===== src/rtl/ulpi_reg_pkg.sv =====
// Shared types and widths for the ULPI register-access arbiter.
package ulpi_reg_pkg;

  localparam int ULPI_REG_ADDR_W = 6;
  localparam int ULPI_REG_DATA_W = 8;

  typedef enum logic [1:0] {
    IDLE  = 2'd0,
    ISSUE = 2'd1,
    WAIT  = 2'd2,
    RESP  = 2'd3
  } ulpi_reg_state_e;

endpackage


===== src/rtl/ulpi_rr_arb.sv =====
// Combinational round-robin picker: first asserted request at or after ptr, wrapping.
module ulpi_rr_arb #(
  parameter  int NREQ  = 2,
  localparam int IDX_W = $clog2(NREQ)
) (
  input  logic [NREQ-1:0]  req,
  input  logic [IDX_W-1:0] ptr,
  output logic [NREQ-1:0]  grant,
  output logic [IDX_W-1:0] grant_idx
);

  int               j;
  logic [IDX_W-1:0] jj;

  // Scan from the farthest candidate back to ptr so the nearest hit wins.
  always_comb begin
    grant     = '0;
    grant_idx = '0;
    j         = 0;
    jj        = '0;
    for (int k = NREQ - 1; k >= 0; k--) begin
      j = int'(ptr) + k;
      if (j >= NREQ) j = j - NREQ;
      jj = IDX_W'(j);
      if (req[jj]) begin
        grant     = NREQ'(1) << jj;
        grant_idx = jj;
      end
    end
  end

endmodule


===== src/rtl/ulpi_reg_arbiter.sv =====
// Arbitrates NREQ requesters onto one ULPI link register port, one access at a time.
// Define ULPI_REG_TIMEOUT_EN to bound the WAIT state to TIMEOUT cycles (rsp_err on expiry).
module ulpi_reg_arbiter
  import ulpi_reg_pkg::*;
#(
  parameter int NREQ    = 2,
  parameter int TIMEOUT = 64
) (
  input  logic                                clk,
  input  logic                                reset_n,
  // Handshake: a requester holds req_valid and its payload until it sees its
  // req_ready bit; ready is a one-cycle accept, and the matching rsp_valid bit
  // later pulses for one cycle carrying rsp_rdata/rsp_err.
  input  logic [NREQ-1:0]                     req_valid,
  output logic [NREQ-1:0]                     req_ready,
  input  logic [NREQ*ULPI_REG_ADDR_W-1:0]     req_addr,
  input  logic [NREQ*ULPI_REG_DATA_W-1:0]     req_wdata,
  input  logic [NREQ-1:0]                     req_rnw,
  output logic [NREQ-1:0]                     rsp_valid,
  output logic [ULPI_REG_DATA_W-1:0]          rsp_rdata,
  output logic                                rsp_err,
  output logic [ULPI_REG_ADDR_W-1:0]          reg_addr,
  output logic [ULPI_REG_DATA_W-1:0]          reg_data_write,
  output logic                                reg_read_nwrite,
  output logic                                reg_enable,
  input  logic                                reg_done,
  input  logic [ULPI_REG_DATA_W-1:0]          reg_data_read,
  output ulpi_reg_state_e                     dbg_state
);

  localparam int IDX_W = $clog2(NREQ);

  if (NREQ < 2 || NREQ > 4 || TIMEOUT < 2 || TIMEOUT > 255) begin : g_param_check
    $error("ulpi_reg_arbiter: NREQ must be 2..4 and TIMEOUT 2..255");
  end

  ulpi_reg_state_e            state, state_nxt;
  logic [IDX_W-1:0]           rr_ptr, cur_idx, arb_idx;
  logic [NREQ-1:0]            arb_grant;
  logic                       grant_fire, wait_exit, wait_timeout;
  logic [ULPI_REG_ADDR_W-1:0] sel_addr;
  logic [ULPI_REG_DATA_W-1:0] sel_wdata;
  logic                       sel_rnw;

  ulpi_rr_arb #(.NREQ(NREQ)) u_rr (
    .req       (req_valid),
    .ptr       (rr_ptr),
    .grant     (arb_grant),
    .grant_idx (arb_idx)
  );

  always_comb begin
    sel_addr  = '0;
    sel_wdata = '0;
    sel_rnw   = 1'b0;
    for (int i = 0; i < NREQ; i++) begin
      if (arb_idx == IDX_W'(i)) begin
        sel_addr  = req_addr[i*ULPI_REG_ADDR_W +: ULPI_REG_ADDR_W];
        sel_wdata = req_wdata[i*ULPI_REG_DATA_W +: ULPI_REG_DATA_W];
        sel_rnw   = req_rnw[i];
      end
    end
  end

  assign grant_fire = (state == IDLE) && (|req_valid);
  assign wait_exit  = (state == WAIT) && (reg_done || wait_timeout);
  assign dbg_state  = state;

`ifdef ULPI_REG_TIMEOUT_EN
  logic [7:0] wait_cnt;

  // Counts cycles spent in WAIT; cleared whenever the FSM is elsewhere.
  always_ff @(posedge clk or negedge reset_n) begin
    if (!reset_n)           wait_cnt <= '0;
    else if (state != WAIT) wait_cnt <= '0;
    else                    wait_cnt <= wait_cnt + 8'd1;
  end

  assign wait_timeout = (state == WAIT) && (wait_cnt == 8'(TIMEOUT - 1));

  always_ff @(posedge clk or negedge reset_n) begin
    if (!reset_n)       rsp_err <= 1'b0;
    else if (wait_exit) rsp_err <= !reg_done;
  end
`else
  assign wait_timeout = 1'b0;
  assign rsp_err      = 1'b0;
`endif

  always_comb begin
    state_nxt  = state;
    req_ready  = '0;
    rsp_valid  = '0;
    reg_enable = 1'b0;
    case (state)
      IDLE: if (grant_fire) begin
        req_ready = arb_grant;
        state_nxt = ISSUE;
      end
      ISSUE: begin
        reg_enable = 1'b1;
        state_nxt  = WAIT;
      end
      WAIT: if (wait_exit) state_nxt = RESP;
      RESP: begin
        rsp_valid = NREQ'(1) << cur_idx;
        state_nxt = IDLE;
      end
      default: state_nxt = IDLE;
    endcase
  end

  always_ff @(posedge clk or negedge reset_n) begin
    if (!reset_n) begin
      state           <= IDLE;
      rr_ptr          <= '0;
      cur_idx         <= '0;
      reg_addr        <= '0;
      reg_data_write  <= '0;
      reg_read_nwrite <= 1'b0;
      rsp_rdata       <= '0;
    end else begin
      state <= state_nxt;
      if (grant_fire) begin
        cur_idx         <= arb_idx;
        rr_ptr          <= (arb_idx == IDX_W'(NREQ - 1)) ? '0 : arb_idx + 1'b1;
        reg_addr        <= sel_addr;
        reg_data_write  <= sel_wdata;
        reg_read_nwrite <= sel_rnw;
      end
      // Writes and timeouts report zero data.
      if (wait_exit) rsp_rdata <= (reg_done && reg_read_nwrite) ? reg_data_read : '0;
    end
  end

endmodule


===== config.mk =====
export PLATFORM = sky130hd
export DESIGN_NAME = ulpi_reg_arbiter
export DESIGN_NICKNAME = d
export VERILOG_FILES = /design/src/rtl/ulpi_reg_pkg.sv /design/src/rtl/ulpi_rr_arb.sv /design/src/rtl/ulpi_reg_arbiter.sv
export SDC_FILE = /design/constraint.sdc
export NUM_CORES = 1
export LEC_CHECK = 0
export BUFFER_PORTS_ARGS = -buffer_cell sky130_fd_sc_hd__buf_4
export CORE_UTILIZATION = 38
export CTS_CLUSTER_SIZE = 30
export DETAILED_ROUTE_END_ITERATION = 10
export PLACE_DENSITY = 0.72
export SLEW_MARGIN = 40
export SYNTH_ARGS = -nofsm -noshare
export SYNTH_HDL_FRONTEND = slang
export SYNTH_SLANG_ARGS = --single-unit

===== constraint.sdc =====
create_clock -name clk -period 1.3 [get_ports clk]
set_input_delay 0.195 -clock clk [delete_from_list [all_inputs] [get_ports clk]]
set_output_delay 0.195 -clock clk [all_outputs]
set_load 0.005 [all_outputs]

==> results.txt <==
- For the final database, setup skew stands at roughly 14 ps.
* Sequential area share after synthesis: 0.544
* Slowest cell on crit path: dfrtp_1
- Pin count of the biggest net entering global routing: 28
- The cell family contributing the most delay on the critical path is flip-flops.
- Once routing completed, OpenROAD measured the worst setup slack at -219 ps.
* Worst path cell trace: inv_2 > ha_4 > buf_4 > nor3b_2 > a21oi_2 > mux2_4
- Last element of the critical path: dbg_state[1]
* Number of nets in the finished design: 248
- Cell depth of the worst setup path: 6
- Area overhead of the layout relative to synthesis: 73.7%
- For this run, the detailed router's first-pass iteration total came to 4.
* Launching element type of the critical path: flip-flop
* Per-cell routed wire length: roughly 14 µm
* Count of nets left with antenna violations after detail routing: 0
- Number of design-rule violations left by the first detailed-router iteration: 51
* Result of the run: finished, violations left
- The synthesized netlist occupies a cell area of 0.00124 mm².
* Total clock sinks: 27
* Peak Freq: ~660 MHz
* Number of warnings issued by yosys: 0
- For the final routed database, the setup TNS stands at -3380 ps.
- Buffers plus inverters on the worst setup path: 2
* Setup slack, reg-to-reg: -220 ps
- Hpwl dp: 2.35 mm
- Overall power after layout: 4380 µW
* Aggregate global-route resource usage: 0.201
- Clock tree synthesis selected as its root buffer the cell clkbuf_4.
- Total Die Area: roughly 0.0035 mm²
* Leakage dissipation: ~0.0011 µW
- Worst reg2reg path depth: 6
- Setup slack at placement: -114 ps
* Count of pins over their slew limit: 0
- Mean cell area of the mapped netlist: 11.2 µm²
* Worst voltage drop across the vdd grid: between 1000 and 1500 µV
- The via count of the first global-routing pass came to 1145.
- Tracing the worst setup path back leads to its startpoint at dbg_state[0].
- Measured on the finished design, the core utilization comes to 0.700.
* Most common cell after layout, fill and taps aside: buf_4
- Synthesis produced a netlist whose cell count is 111.
- At the worst endpoint, the required time is 1520 ps.
* Max Cap Viol: 0
* Final min period: 1520 ps
- Combined flip-flop and latch cell area: 676 µm²
* Reg2Reg Capture Point: dbg_state[1]
- For this configuration, the core starts out at a cell density of 0.403.
- Total global routing overflow: 0
- Distinct cell type count after synthesis: 20
- Clock H-tree levels: 1
- The worst register-to-register path begins at dbg_state[0].
* Area taken by multi-input logic gates: 633 µm²
* Power per Cell Area: 2030 mW/mm²
- The final reports fail on negative setup slack.
- The repair_antennas step left the layout with diodes totalling 0.
- Setup violation total in the final timing report: 24
- After detailed routing, the number of remaining DRC violations is 0.
* Die span in y: roughly 59 µm
- Period utilization: 1.17
* RSZ-0062 raised after global routing: yes
- Site Rows: 20
- First-pass GRT wire length: ~5.2 mm
- Gp weighted congestion: 0.674
- Via count of the routed design: 1197
- The clock passes through at most 2 buffers.
- Kind of end point of the critical path: flip-flop
- After detailed routing, the number of vias per cell comes to 4.93.
* HP Class: in2reg
- The number of clock buffers added by TritonCTS is 3.
- The synthesized design contains 27 register bits.
- Count of filler cells inserted in the layout: 243
- Commonest non-fill, non-tap cells in the layout: buf_4 (76), dfrtp_1 (27), nand2_1 (16), a221o_1 (15)
- Clock-pin slew was measured on the worst setup and hold paths at ~150 ps.
- CP Data Arrival Time: 1740 ps
* CTS tree: done
- The worst hold path begins at req_addr[8].
- Clock Latency Late Sink: 330 ps
- Critical path type: reg2reg
- Routed Wire Length: 3.37 mm
- The tightest hold path in the finished design has a slack of 77.6 ps.
* Synthesized net count: 159
- Core outline area: just over 0.003 mm²
- Of the cells placed in the final design, the portion with a size suffix greater than 1 is 0.563.
* Initial antenna violation count: 0
- Pin placement for this block handled 74 I/O pins.
- Critical path fanouts, max: 3
* Die width: 59.2 µm
- During placement, the flow inserted port buffers numbering 72.
- On the worst path, the slowest cell contributes a delay of 410 ps.
- Final hold violation count: 0
==> worst reg2reg max path: cells and delay by family (launching register included) <==
family                     cells  cell delay (ps)
buffers and inverters          2              210
and+or+nand+nor                1              160
adders and majority gates      1              180
muxes                          1              310
DFF                            1              410
AOI/OAI and AO/OA              1              150
==> through the flow <==
stage | instances | area [µm²]
after floorplan | 111 | 1270
after global placement | 230 | 1930
after detailed placement | 230 | 1930
after CTS | 239 | 2040
after global routing | 243 | 2160
final | 243 | 2160
==> metal layers <==
metal / vias to the layer above / wire (µm) / share of wire / global-route usage
met5: - / 0 / 0 / 0
li1: 569 / - / - / -
met2: 48 / 1740 / 0.52 / 0.347
met3: 4 / 184 / 0.055 / 0.0393
met1: 576 / 1420 / 0.42 / 0.252
met4: 0 / 21 / 0.0062 / 0.0612
==> sequential cells by signal (all words and copies together), names as in the netlist <==
name / count
reg_data_write: 8
rsp_rdata: 8
reg_addr: 6
dbg_state: 2
cur_idx: 1
reg_read_nwrite: 1
rr_ptr: 1
==> cell type report <==
cell class              instances  area share
clock buffers                   3      0.0104
clock inverters                 1     0.00232
inverters                       4     0.00696
multi-input cells              74       0.294
flip-flops and latches         27       0.313
well taps                      44      0.0255
repair buffers                 90       0.348
==> logic make-up (layout without fill, tap and decap cells) <==
kind of cell / count (synthesis) / in the layout / synth area share
flip-flops: 27 / 27 / 0.544
buffers and inverters: 10 / 98 / 0.0454
AO/OA/AOI/OAI: 30 / 30 / 0.199
multiplexers: 1 / 1 / 0.00907
other: 1 / 1 / 0.00302
AND/OR/NAND/NOR: 37 / 37 / 0.149
adder cells (fa/ha/maj): 5 / 5 / 0.0504
==> worst min-delay path by stage <==
stage                                   end  slack, ps  cells after the start
after floorplan                     cur_idx       -100                      0
after global placement          reg_addr[2]        120                      1
after detailed placement        reg_addr[1]        130                      1
after CTS                 reg_data_write[1]         70                      2
after global routing      reg_data_write[1]         60                      2
final                           reg_addr[2]         80                      2
==> cell usage after synthesis <==
master | number | area share
dfrtp_1 | 27 | 0.54
nand2_1 | 19 | 0.057
a221o_1 | 15 | 0.12
and2_0 | 14 | 0.071
o21ai_0 | 8 | 0.032
ha_1 | 5 | 0.050
inv_1 | 4 | 0.012
buf_4 | 3 | 0.018
a21o_1 | 2 | 0.012
a21oi_2 | 2 | 0.014
and2_1 | 2 | 0.010
clkbuf_1 | 2 | 0.0061
a21oi_1 | 1 | 0.0040
buf_6 | 1 | 0.0091
conb_1 | 1 | 0.0030
mux2_2 | 1 | 0.0091
nor2b_1 | 1 | 0.0050
nor3b_1 | 1 | 0.0061
o21ai_2 | 1 | 0.0071
o32a_1 | 1 | 0.0081
==> power breakdown <==
group / total [µW] / leakage (µW) / switching [µW] / internal (µW)
clock: 361 / 0.0000177 / 246 / 115
combinational: 2600 / 0.000728 / 1010 / 1590
sequential: 1420 / 0.000341 / 221 / 1190
==> timing repair <==
| item | in CTS | in global routing |
|---|---|---|
| hold endpoints to repair | 27 | 0 |
| gates resized for setup | 14 | 34 |
| endpoints found under the setup margin | 22 | 32 |
| setup buffers | 4 | 6 |
| hold buffers | 1 | 0 |
| pin swaps | 3 | 3 |
| gates cloned | 0 | 1 |
No activity file was read; power rests on OpenSTA's default activity.
